**config.mk**
```make
export PLATFORM = sky130hd
export DESIGN_NAME = uart_tx_param
export DESIGN_NICKNAME = d
export VERILOG_FILES = /design/src/rtl/uart_tx_param.sv
export SDC_FILE = /design/constraint.sdc
export NUM_CORES = 1
export LEC_CHECK = 0
export CAP_MARGIN = 20
export CORE_MARGIN = 5
export CORE_UTILIZATION = 35
export DETAILED_ROUTE_END_ITERATION = 10
export GPL_TIMING_DRIVEN = 1
export PLACE_DENSITY_LB_ADDON = 0.25
export SLEW_MARGIN = 40
export SYNTH_ARGS = -nofsm -noshare
export SYNTH_HDL_FRONTEND = slang
export SYNTH_SLANG_ARGS = --single-unit
```
**constraint.sdc**
```tcl
create_clock -name clk -period 3.42 [get_ports clk]
set_input_delay 0.684 -clock clk [delete_from_list [all_inputs] [get_ports clk]]
set_output_delay 0.684 -clock clk [all_outputs]
set_load 0.02 [all_outputs]
```
**src/rtl/uart_tx_param.sv**
```systemverilog
// UART transmitter, ready/valid input; queues into a FIFO_DEPTH FIFO when UART_TX_FIFO_EN is defined, else one holding register.
// First start bit one cycle after an accepted word reaches an idle block; in_ready drops when the queue is full or txEn is low.
module uart_tx_param #(
  parameter int CLK_FREQ   = 50000000,
  parameter int BAUD       = 115200,
  parameter int DATA_BITS  = 8,
  parameter int PARITY     = 0,
  parameter int STOP_BITS  = 1,
  parameter int FIFO_DEPTH = 4
) (
  input  logic                             clk,
  input  logic                             rst_n,
  input  logic                             txEn,
  input  logic                             in_valid,
  output logic                             in_ready,
  input  logic [DATA_BITS-1:0]             in_data,
  output logic                             tx,
  output logic                             txBusy,
  output logic                             txDone,
  output logic [$clog2(FIFO_DEPTH+1)-1:0]  fifo_level
);

  localparam int DIV = CLK_FREQ / BAUD;
  localparam int CW  = (DIV > 1) ? $clog2(DIV) : 1;
  localparam int LW  = $clog2(FIFO_DEPTH + 1);

  typedef enum logic [2:0] {S_IDLE, S_START, S_DATA, S_PARITY, S_STOP} state_t;

  state_t                r_state;
  logic [CW-1:0]         r_cnt;
  logic [2:0]            r_bit;
  logic [DATA_BITS-1:0]  r_shift;
  logic                  r_par;
  logic                  r_tx;
  logic                  r_busy;
  logic                  r_done;
  logic                  r_rdy_en;

  logic                  w_full;
  logic                  w_empty;
  logic                  w_push;
  logic                  w_pop;
  logic [DATA_BITS-1:0]  w_head;
  logic                  w_head_par;
  logic                  w_bit_end;
  logic                  w_stop_end;
  logic                  w_done_nxt;

  assign in_ready   = r_rdy_en && txEn && !w_full;
  assign w_push     = in_valid && in_ready;
  assign w_bit_end  = (r_cnt == CW'(DIV - 1));
  assign w_stop_end = (r_state == S_STOP) && w_bit_end && (r_bit == 3'(STOP_BITS - 1));
  // txDone is registered, so it is raised on the edge entering the final stop cycle
  assign w_done_nxt = (r_state == S_STOP) && (r_cnt == CW'(DIV - 2)) && (r_bit == 3'(STOP_BITS - 1));
  assign w_pop      = txEn && !w_empty && ((r_state == S_IDLE) || w_stop_end);
  assign w_head_par = (PARITY == 1) ? ~^w_head : ^w_head;

  assign tx     = r_tx;
  assign txBusy = r_busy;
  assign txDone = r_done;

`ifdef UART_TX_FIFO_EN
  localparam int AW = (FIFO_DEPTH > 1) ? $clog2(FIFO_DEPTH) : 1;

  logic [DATA_BITS-1:0] r_mem [FIFO_DEPTH];
  logic [AW-1:0]        r_wptr;
  logic [AW-1:0]        r_rptr;
  logic [LW-1:0]        r_level;

  assign w_full     = (r_level == LW'(FIFO_DEPTH));
  assign w_empty    = (r_level == '0);
  assign w_head     = r_mem[r_rptr];
  assign fifo_level = r_level;

  always_ff @(posedge clk) begin
    if (w_push) r_mem[r_wptr] <= in_data;
  end

  always_ff @(posedge clk or negedge rst_n) begin
    if (!rst_n) begin
      r_wptr  <= '0;
      r_rptr  <= '0;
      r_level <= '0;
    end else if (!txEn) begin
      r_wptr  <= '0;
      r_rptr  <= '0;
      r_level <= '0;
    end else begin
      if (w_push) r_wptr <= r_wptr + AW'(1);
      if (w_pop)  r_rptr <= r_rptr + AW'(1);
      case ({w_push, w_pop})
        2'b10:   r_level <= r_level + LW'(1);
        2'b01:   r_level <= r_level - LW'(1);
        default: r_level <= r_level;
      endcase
    end
  end
`else
  logic [DATA_BITS-1:0] r_hold;
  logic                 r_hold_vld;

  assign w_full     = r_hold_vld;
  assign w_empty    = !r_hold_vld;
  assign w_head     = r_hold;
  assign fifo_level = LW'(r_hold_vld);

  always_ff @(posedge clk or negedge rst_n) begin
    if (!rst_n) begin
      r_hold     <= '0;
      r_hold_vld <= 1'b0;
    end else if (!txEn) begin
      r_hold_vld <= 1'b0;
    end else if (w_push) begin
      r_hold     <= in_data;
      r_hold_vld <= 1'b1;
    end else if (w_pop) begin
      r_hold_vld <= 1'b0;
    end
  end
`endif

  always_ff @(posedge clk or negedge rst_n) begin
    if (!rst_n) begin
      r_state  <= S_IDLE;
      r_cnt    <= '0;
      r_bit    <= '0;
      r_shift  <= '0;
      r_par    <= 1'b0;
      r_tx     <= 1'b1;
      r_busy   <= 1'b0;
      r_done   <= 1'b0;
      r_rdy_en <= 1'b0;
    end else begin
      r_rdy_en <= 1'b1;
      if (!txEn) begin
        r_state <= S_IDLE;
        r_cnt   <= '0;
        r_bit   <= '0;
        r_shift <= '0;
        r_par   <= 1'b0;
        r_tx    <= 1'b1;
        r_busy  <= 1'b0;
        r_done  <= 1'b0;
      end else begin
        r_done <= w_done_nxt;
        // A pop only happens from IDLE or at the end of the last stop bit, so both share the frame start
        if (w_pop) begin
          r_shift <= w_head;
          r_par   <= w_head_par;
          r_tx    <= 1'b0;
          r_busy  <= 1'b1;
          r_cnt   <= '0;
          r_bit   <= '0;
          r_state <= S_START;
        end else begin
          case (r_state)
            S_IDLE: begin
              r_cnt <= '0;
            end
            S_START: begin
              if (w_bit_end) begin
                r_cnt   <= '0;
                r_bit   <= '0;
                r_tx    <= r_shift[0];
                r_state <= S_DATA;
              end else begin
                r_cnt <= r_cnt + CW'(1);
              end
            end
            S_DATA: begin
              if (w_bit_end) begin
                r_cnt   <= '0;
                r_shift <= r_shift >> 1;
                if (r_bit == 3'(DATA_BITS - 1)) begin
                  r_bit <= '0;
                  if (PARITY != 0) begin
                    r_tx    <= r_par;
                    r_state <= S_PARITY;
                  end else begin
                    r_tx    <= 1'b1;
                    r_state <= S_STOP;
                  end
                end else begin
                  r_bit <= r_bit + 3'd1;
                  r_tx  <= r_shift[1];
                end
              end else begin
                r_cnt <= r_cnt + CW'(1);
              end
            end
            S_PARITY: begin
              if (w_bit_end) begin
                r_cnt   <= '0;
                r_bit   <= '0;
                r_tx    <= 1'b1;
                r_state <= S_STOP;
              end else begin
                r_cnt <= r_cnt + CW'(1);
              end
            end
            S_STOP: begin
              if (w_bit_end) begin
                r_cnt <= '0;
                if (r_bit == 3'(STOP_BITS - 1)) begin
                  r_bit   <= '0;
                  r_busy  <= 1'b0;
                  r_state <= S_IDLE;
                end else begin
                  r_bit <= r_bit + 3'd1;
                end
              end else begin
                r_cnt <= r_cnt + CW'(1);
              end
            end
            default: begin
              r_state <= S_IDLE;
            end
          endcase
        end
      end
    end
  end

endmodule

```
Word level (Yosys, flattened, before mapping)

Cells that the tools add are included.

Shift-type cells: 0
Bitwise gates (word level): 0
Multiply operators: 0
Equality and inequality tests: 23
Divide/modulo/power cells: 0
Muxes and demuxes: 41
$add $sub $neg: 2
Reduce and logical (&&, ||, !) cells: 21
$lt $le $gt $ge: 0

Operators by type and width:

| operator                                              | count |
|---|---|
| two-way mux 3 bit                                     | 15 |
| two-way mux 8 bit                                     | 4 |
| two-way mux 9 bit                                     | 3 |
| inequality test 4 bit, second input constant          | 5 |
| equality test 9 bit, second input constant            | 2 |
| case mux 9 bit (2 select lines)                       | 1 |
| two-way mux 1 bit                                     | 15 |
| inequality test 3 x 1 -> 1 bit, second input constant | 5 |
| case mux 3 bit (5 select lines)                       | 1 |
| adder 9 x 1 -> 9 bit, second input constant           | 1 |
| logical AND 1 bit                                     | 9 |
| case mux 3 bit (3 select lines)                       | 1 |
| inequality test 4 x 2 -> 1 bit, second input constant | 2 |
| AND reduction 4 bit                                   | 2 |
| AND reduction 7 bit                                   | 1 |
| equality test 3 x 2 -> 1 bit, second input constant   | 2 |
| equality test 3 bit, second input constant            | 2 |
| zero test 3 bit                                       | 2 |
| inequality test 5 x 1 -> 1 bit, second input constant | 1 |
| inequality test 5 x 2 -> 1 bit, second input constant | 1 |
| inequality test 4 x 3 -> 1 bit, second input constant | 1 |
| AND reduction 2 bit                                   | 2 |
| OR reduction 4 bit                                    | 1 |
| adder 3 x 1 -> 3 bit, second input constant           | 1 |
| other kinds (7)                                       | 7 |

Bits in registers: 36
Output and inout bits: 7
Bits in read-only memories: 0
Memory bits (writable): 0
Bits in latches: 0
Word-level logic and storage cells: 97
Bits of input ports: 12
Memories kept: 0

Depth between registers and ports, before layout

Gate-level depths: netlist (run 1).

Depth after elaboration: 8
Mapped depth: 8
Mapped depth without buffers: 7

Worst setup path before layout (run 1)

No wires, ideal clock.

Path type: register to register
From: register r_cnt[3]
To: register r_shift[0]
Data required time: 3281 ps
Cell stages (with the launch flop): 7
Period minus slack after synthesis: 1768 ps
Setup time: 139 ps
Setup slack: 1652 ps
Path buffers: 1
Arrival time: 1629 ps
Cells stage by stage: dfrtp_1 nor4b_4 nand3_4 or3_1 buf_6 mux2i_1 o21ai_0

Word-level cells in the longest chain between the ends: 7
Elaborated cells on any way between the ends: 10
Classes of those cells: eq/ne: 3; mux: 2; reduce/logical: 5

RTL lines:

| what                                                                                        | line | source |
|---|---|---|
| start: declaration                                                                          | 30   | `logic [CW-1:0] r_cnt;` |
| start signal: assignment                                                                    | 167  | `r_cnt <= r_cnt + CW'(1);` |
| start signal: assignment                                                                    | 188  | `r_cnt <= r_cnt + CW'(1);` |
| start signal: assignment                                                                    | 198  | `r_cnt <= r_cnt + CW'(1);` |
| equality test 9 bit *                                                                       | 51   | `assign w_bit_end = (r_cnt == CW'(DIV - 1));` |
| logical AND 1 bit (2 in a row)                                                              | 52   | `assign w_stop_end = (r_state == S_STOP) && w_bit_end && (r_bit == 3'(STOP_BITS - 1));` |
| logical OR 1 bit                                                                            | 55   | `assign w_pop = txEn && !w_empty && ((r_state == S_IDLE) \|\| w_stop_end);` |
| logical AND 1 bit                                                                           | 55   |  |
| inequality test 3 x 1 -> 1 bit (no source line) / two-way mux 8 bit (equally long branches) | n/a  |  |
| AND reduction 2 bit (no source line) / two-way mux 8 bit (equally long branches)            | n/a  |  |
| end signal: assignment                                                                      | 148  | `r_shift <= w_head;` |
| end signal: assignment                                                                      | 173  | `r_shift <= r_shift >> 1;` |
| end: declaration                                                                            | 32   | `logic [DATA_BITS-1:0] r_shift;` |

Mark *: on every way between the ends. The rest lies on a longest branch, timed or not.
A chain may end at the register's enable or synchronous reset.

Worst setup path after layout (run 1)

From: input txEn
To: output in_ready

Word-level cells in the longest chain between the ends: 2

RTL lines:

| what                           | line | source |
|---|---|---|
| start: declaration             | 13   | `input logic txEn,` |
| logical AND 1 bit (2 in a row) | 49   | `assign in_ready = r_rdy_en && txEn && !w_full;` |
| end: declaration               | 15   | `output logic in_ready,` |

Every way passes these cells.

==> Flow_metrics.wiki, run 1 <==
{| class="wikitable"
! Metric !! Value
|-
| Outcome || complete, no violations
|-
| I/O pin total || 19
|-
| Post-DP HPWL || approximately 2.4 mm
|-
| Critical path data required time || 2.74 ns
|-
| Warnings, synthesis || 0
|-
| Total of flip-flops plus latches after synthesis || 36
|-
| Share of total power consumed by net switching || a little under a quarter
|-
| Crit share post-route || 77.79%
|-
| Leakage Power || 0.9947 nW
|-
| Delay-heaviest family, CP || buffers and inverters
|-
| Startpoint Class || input port
|-
| Post-route ant nets || 0
|-
| Peak clock frequency supported by timing || approximately 380 MHz
|-
| Maximum fanout encountered on the critical timing path || 2
|-
| PnR Total Power || 0.9577 mW
|-
| Vias post-DR || 1305
|-
| Antenna Diode Count || 0
|-
| Top library cells by usage in the layout, fill and taps aside || dfrtp_1 (35), nand2_1 (20), o21ai_0 (15), clkdlybuf4s50_1 (15), nor2_1 (13)
|-
| Clock tree buffer depth || 2
|-
| Area added between synthesis and finish || 16.54%
|-
| Combinational power share || 11.2%
|-
| WL met3 || 177 um
|-
| Hold Worst Slack || about 0.34 ns
|-
| Met2 Routed Length || between 1.5 and 2 mm
|-
| Worst min-delay path class || input port to asynchronous set/reset pin
|-
| Uppermost routed layer || met4
|-
| Max H-tree Level || 2
|-
| Internal || about 0.73 mW
|-
| Routability-driven placement congestion ratio || 0.7363
|-
| Clock buffer count from CTS || 5
|-
| Relative slew margins || 61.19%
|-
| Xor/xnor share of the synthesized area || 3.282%
|-
| Simple-gate share of the synthesized area || 17.01%
|-
| Critical path data arrival time || 1.98 ns
|-
| Unrepaired setup endpoints after global routing || false
|-
| Initial Util || 36.34%
|-
| Largest net degree at the start of global routing || 37
|-
| Total congestion overflow after global routing || 0
|-
| Antenna violations before repair || 0
|-
| Maximum Capacitance Violations || 0
|-
| Crit path capture type || output port
|-
| Netlist area before placement || around 0.0019 mm2
|-
| Fin. Hold Viols || 0
|-
| Vias in the first global route || 1309
|-
| Gate Count Post-Synth || 180
|-
| Clock insertion delay at the later pin of the skew report || slightly below 0.3 ns
|-
| Reg clk slew, reported paths || 0.07 ns
|-
| DRT met1 WL || about 1.7 mm
|-
| Proportion of synthesized area in mux cells || 11.32%
|-
| Most frequent cell on the critical path || clkdlybuf4s50_1
|-
| Global-route wire length before repair || 6.106 mm
|-
| Root Buffer || clkbuf_8
|-
| Postcts setup bufs || 0
|-
| Adder-Cell Fraction of Synth Area || 4.555%
|-
| Power density relative to cell area || 439.9 mW/mm2
|-
| Average wire per standard cell || 12.96 um
|-
| Sw Pwr || between 0.2 and 0.25 mW
|-
| Seq pwr share || 50.2%
|-
| Dominant combinational cell family by area after synthesis || simple AND/OR/NAND/NOR gates
|-
| Worst-path cell chain || clkdlybuf4s50_1 > nand2_1 > nor2_1 > clkdlybuf4s50_1
|-
| Clock tree from TritonCTS || done
|-
| Clock skew after layout || 0.006380 ns
|-
| Worst vdd ir || 0.1940 mV
|-
| Number of different library cells in the post-synthesis netlist || 38
|-
| Routed via count divided by cell count || slightly below 5
|-
| Slew at the pin closest to its max-slew limit || 0.5761 ns
|-
| Critical path class || input port to output port
|-
| Most common cell after layout, fill and taps aside || dfrtp_1
|-
| Clock power frac || 38.6%
|-
| Horizontal die dimension || 83.06 um
|-
| Post-synthesis area per instance || 10.38 um2
|-
| Final min period || 2.660 ns
|-
| DR iter-0 viols || 74
|-
| Resized Gates After CTS || 0
|-
| Drt drc || 0
|-
| Global router's overall resource usage || 10.82%
|-
| Buffers plus inverters on the worst setup path || 2
|-
| Overall die height || 83.06 um
|-
| Floorplan die area || ~0.0069 mm2
|-
| Final sum of negative setup slack || 0 ns
|-
| Total iterations of the first detailed-routing run || 4
|-
| Net count, final || 214
|-
| Port buffer count || 16
|-
| Share of layout cells above drive strength 1 || 12.69%
|-
| Maximum cell stage delay along the critical path || about 0.63 ns
|-
| Number of standard-cell rows in the floorplan || 26
|-
| Final setup violation count || 0
|-
| Core area || 0.005140 mm2
|-
| Number of clock sinks seen by CTS || 36
|-
| Count of hold buffers inserted by post-cts repair || 0
|-
| Cell at the slowest stage of the critical path || clkdlybuf4s50_1
|-
| Final number of max-transition violations || 0
|-
| Proportion of synthesized chip area in sequential cells || 48.29%
|-
| Complex-gate fraction of the synthesized area || 9.980%
|-
| Final Routed Wirelength || 3.461 mm
|}
flip-flops by register name (all words and copies together), names as in the netlist:
register and flops:
txBusy 1, r_hold 8, r_shift 8, r_cnt 9
r_hold_vld 1, r_state 3, r_rdy_en 1, tx 1
r_bit 3, txDone 1
cells by family after synthesis:
| family | Yosys count |
|---|---|
| other | 2 |
| buffers and inverters | 18 |
| adders and majority gates | 7 |
| and+or+nand+nor | 61 |
| muxes | 20 |
| DFF | 36 |
| AOI/OAI and AO/OA | 29 |
| xor gates and xnor gates | 7 |
layer usage:
| metal | vias to the layer above | track usage (%) |
|---|---|---|
| met1 | 623 | 13.77 |
| met5 | - | 0 |
| met4 | 0 | 3.566 |
| met3 | 5 | 3.663 |
| met2 | 28 | 17.20 |
| li1 | 649 | - |
power groups by stage:
stage                     combinational, mW  clock, mW  sequential (mW)
final                                 0.107      0.370            0.480
after global routing                  0.123      0.407            0.486
after CTS                             0.110      0.386            0.481
after detailed placement              0.109          0            0.489
after global placement                0.107          0            0.489
after floorplan                      0.0718          0            0.485
Yosys cell counts:
library cell  number  area share [%]
a211o_1            1            0.47
a21oi_1            3            0.80
a31oi_1            1            0.34
a41o_1             1            0.54
and2_1             2            0.67
and3_1             1            0.34
and3_2             1            0.40
and4_1             1            0.47
buf_2              2            0.54
buf_4              3             1.2
buf_6              2             1.2
clkbuf_1           3            0.60
conb_1             2            0.40
dfrtp_1           35              47
dfstp_2            1             1.4
ha_1               6             4.0
inv_1              8             1.6
maj3_1             1            0.54
mux2_2             9             5.4
mux2i_1           11             5.9
nand2_1           20             4.0
nand2b_1           2            0.67
nand3_1            8             2.1
nand3_4            1            0.94
nand4_1            5             1.7
nor2_1            13             2.6
nor2b_1            1            0.34
nor3_1             3            0.80
nor4b_4            1             1.3
o211a_1            2             1.1
o211ai_1           2            0.80
o21a_1             2            0.80
o21ai_0           15             4.0
o221ai_2           1            0.80
o22ai_1            1            0.34
or3_1              2            0.67
xnor2_1            2            0.94
xor2_1             5             2.3
path summary, 6_finish.rpt:
path,startpoint,to,slack [ns],cells past startpoint
worst max-delay path,txEn,in_ready,0.76,4
worst min-delay path,rst_n,r_cnt[6],0.34,1
worst max register to register,r_cnt[2],r_shift[4],1.37,5
worst min register to register,r_hold[1],r_shift[1],0.48,2
max in group asynchronous,rst_n,tx,2.72,1
min in group clk,r_hold[1],r_shift[1],0.48,2
worst register-to-register path, cell delays in order, from the launching register on:
cell and delay [ns]:
dfrtp_1 0.46, nor4b_4 0.38, nand3_4 0.18, or3_1 0.57
mux2i_1 0.24, o21ai_0 0.09
layout make-up:
type                       instances  area [um2]
inverter                           8       30.03
timing repair buffer              18       172.7
fill                             544        2963
tap                               70       87.58
clock buffer                       5       68.82
multi-input combinational        127       873.3
sequential                        36       902.1
clock inverter                     3       42.54
metrics by stage:
step	worst slack [ns]	std cells	utilization (%)	instance area, um2
finish	0.7595	267	42.36	2177
global route	0.6882	267	42.36	2177
CTS	0.7409	267	42.31	2175
detailed placement	0.7504	259	40.14	2063
global placement	0.7375	259	40.14	2063
floorplan	1.652	181	-	1872
Power figures use the tool's default switching activity.
==> run 2, diff against run 1 <==
==> constraint.sdc (replaced) <==
create_clock -name clk -period 2.47 [get_ports clk]
set_input_delay 0.494 -clock clk [delete_from_list [all_inputs] [get_ports clk]]
set_output_delay 0.494 -clock clk [all_outputs]
set_load 0.02 [all_outputs]
==> run 2 against run 1 <==
Design area is 0.17% higher. Core utilization up 0.073 points. Clock power increased by 36%. Die area stayed put. Worst setup slack got worse by 0.55 ns. Total power rose by 38%. Global-route usage is essentially flat. Routed wire length down 0.95%. Critical endpoint unchanged. Largest power group unchanged. Highest routed layer unchanged.
==> Flow_metrics.wiki, run 2 (synthesis results as in run 1) <==
{| class="wikitable"
! Metric !! Value
|-
| Top Registers || r_cnt x9, r_hold x8, r_shift x8
|-
| Critical path class || input port to output port
|-
| Share of layout cells above drive strength 1 || 12.63%
|-
| PnR Total Power || roughly 1.3 mW
|-
| Global-route wire length before repair || around 6 mm
|-
| Combined area of the multi-input logic cells || 873.3 um2
|-
| Overall die height || 83.06 um
|-
| Clock buffer count from CTS || 5
|-
| Maximum cell stage delay along the critical path || 0.62 ns
|-
| Top library cells by usage in the layout, fill and taps aside || dfrtp_1 (35), nand2_1 (20), o21ai_0 (15), clkdlybuf4s50_1 (15), nor2_1 (13)
|-
| Worst vdd ir || 0.3562 mV
|-
| Top register by number of flip-flops || r_cnt
|-
| Net count, final || 215
|-
| Combinational power share || 11.4%
|-
| Crit share post-route || 91.67%
|-
| Hold Worst Slack || approximately 0.16 ns
|-
| Floorplan die area || 0.006898 mm2
|-
| Routed via count divided by cell count || 4.914
|-
| Cell at the slowest stage of the critical path || clkdlybuf4s50_1
|-
| Flip-flop count of the largest register, all copies and words added || 9
|-
| Number of standard-cell rows in the floorplan || 26
|-
| Clock tree from TritonCTS || done
|-
| Clock skew after layout || 0.009484 ns
|-
| Worst-case register-to-register setup slack || 0.45 ns
|-
| Area added between synthesis and finish || 16.74%
|-
| Worst slack after detailed placement || 0.2069 ns
|-
| Startpoint Class || input port
|-
| Postcts setup bufs || 0
|-
| Fin. Hold Viols || 0
|-
| DR iter-0 viols || 62
|-
| Final Routed Wirelength || 3.428 mm
|-
| Setup ws final || 0.2057 ns
|-
| Routability-driven placement congestion ratio || 0.8197
|-
| Resized Gates After CTS || 0
|-
| Maximum Capacitance Violations || 0
|-
| Antenna Diode Count || 0
|-
| Buffers plus inverters on the worst setup path || 2
|-
| Port buffer count || 16
|-
| Worst-path cell chain || clkdlybuf4s50_1 > nand2_1 > nor2_1 > clkdlybuf4s50_1
|-
| Average wire per standard cell || 12.79 um
|-
| Delay-heaviest family, CP || buffers and inverters
|-
| Worst min-delay path class || input port to asynchronous set/reset pin
|-
| Most frequent cell on the critical path || clkdlybuf4s50_1
|-
| Final setup violation count || 0
|-
| Most common cell after layout, fill and taps aside || dfrtp_1
|-
| Final instance count without filler cells || 268
|-
| Clock tree buffer depth || 2
|-
| Final min period || 2.264 ns
|-
| DP Cell Count || 260
|-
| I/O pin total || 19
|-
| Sw Pwr || 0.3052 mW
|-
| Reg clk slew, reported paths || roughly 0.07 ns
|-
| Seq pwr share || 50.5%
|-
| Power density relative to cell area || 604.4 mW/mm2
|-
| Clock insertion delay at the later pin of the skew report || 0.28 ns
|-
| Post-route ant nets || 0
|-
| Critical path data required time || 1.98 ns
|-
| Unrepaired setup endpoints after global routing || false
|-
| Footprint of the flip-flops and latches || 902.1 um2
|-
| Number of fillers in the final layout || 553
|-
| Count of hold buffers inserted by post-cts repair || 0
|-
| Antenna violations before repair || 0
|-
| Largest net degree at the start of global routing || 37
|-
| Number of clock sinks seen by CTS || 36
|-
| Global router's overall resource usage || about 11%
|-
| Critical path data arrival time || 1.77 ns
|-
| Final number of max-transition violations || 0
|-
| Maximum fanout encountered on the critical timing path || 2
|-
| Post-DP HPWL || 2.449 mm
|-
| Core area || 0.005140 mm2
|-
| Outcome || complete, no violations
|-
| Final sum of negative setup slack || 0 ns
|-
| Internal || 1.013 mW
|-
| Horizontal die dimension || 83.06 um
|-
| Drt drc || 0
|-
| Leakage Power || 1.001 nW
|-
| Vias in the first global route || around 1300
|-
| Crit path capture type || output port
|-
| Peak clock frequency supported by timing || 441.6 MHz
|-
| Total congestion overflow after global routing || 0
|-
| Share of total power consumed by net switching || 23.15%
|-
| Initial Util || 36.34%
|-
| Clock power frac || between 30% and 40%
|-
| Max H-tree Level || 2
|-
| Total iterations of the first detailed-routing run || 4
|-
| Vias post-DR || approximately 1300
|-
| Root Buffer || clkbuf_8
|}
[run 2: changes by cell type in the layout (fill, tap and decap cells not counted)]
cell | before | now
buf_4 | 3 | 4
clkinvlp_4 | 1 | 0
clkbuf_1 | 0 | 1
[run 2: layer usage]
metal	routed length (um)	up-vias	track usage [%]
li1	-	651	-
met1	1745	641	14.75
met2	1496	21	16.11
met3	142	4	3.168
met4	44	0	4.012
met5	0	-	0
[run 2: area by class of cell]
cell class | instances | area share [%]
multi-input combinational | 127 | 40.05
clock buffer | 6 | 3.328
timing repair buffer | 19 | 8.262
sequential | 36 | 41.37
clock inverter | 2 | 1.606
inverter | 8 | 1.377
tap | 70 | 4.016
[run 2: worst reg2reg max path, stage by stage (launching register included)]
cell and delay (ns):
dfrtp_1 0.46, nor4b_4 0.38, nand3_4 0.19, or3_1 0.57, mux2i_1 0.18, o21ai_0 0.17
[run 2: worst paths after layout]
path	from	end	cells after the start
worst min-delay path	rst_n	r_hold_vld	1
worst min register to register	r_hold[1]	r_shift[1]	2
max in group asynchronous	rst_n	tx	1
worst max register to register	r_cnt[2]	r_shift[4]	5
worst max-delay path	txEn	in_ready	4
min in group clk	r_hold[1]	r_shift[1]	2
[run 2: metrics by stage]
step                instance area, um2  util [%]
floorplan                         1872         -
global placement                  2071     40.29
detailed placement                2071     40.29
CTS                               2178     42.38
global route                      2181     42.43
finish                            2181     42.43
[run 2: power by group through the flow]
stage	logic [mW]	registers, mW	clock network, mW
after CTS	0.153	0.666	0.522
after detailed placement	0.153	0.677	0
after global placement	0.151	0.677	0
after global routing	0.175	0.672	0.549
after floorplan	0.0994	0.671	0
final	0.150	0.666	0.502
==> run 3, diff against run 2 <==
--- a/config.mk
+++ b/config.mk
@@ -5,6 +5,7 @@
 export SDC_FILE = /design/constraint.sdc
 export NUM_CORES = 1
 export LEC_CHECK = 0
+export ABC_AREA = 0
 export CAP_MARGIN = 20
 export CORE_MARGIN = 5
 export CORE_UTILIZATION = 35
==> results of run 3 <==
Same layout as run 2: the final DEF is identical, and so are final timing and power.
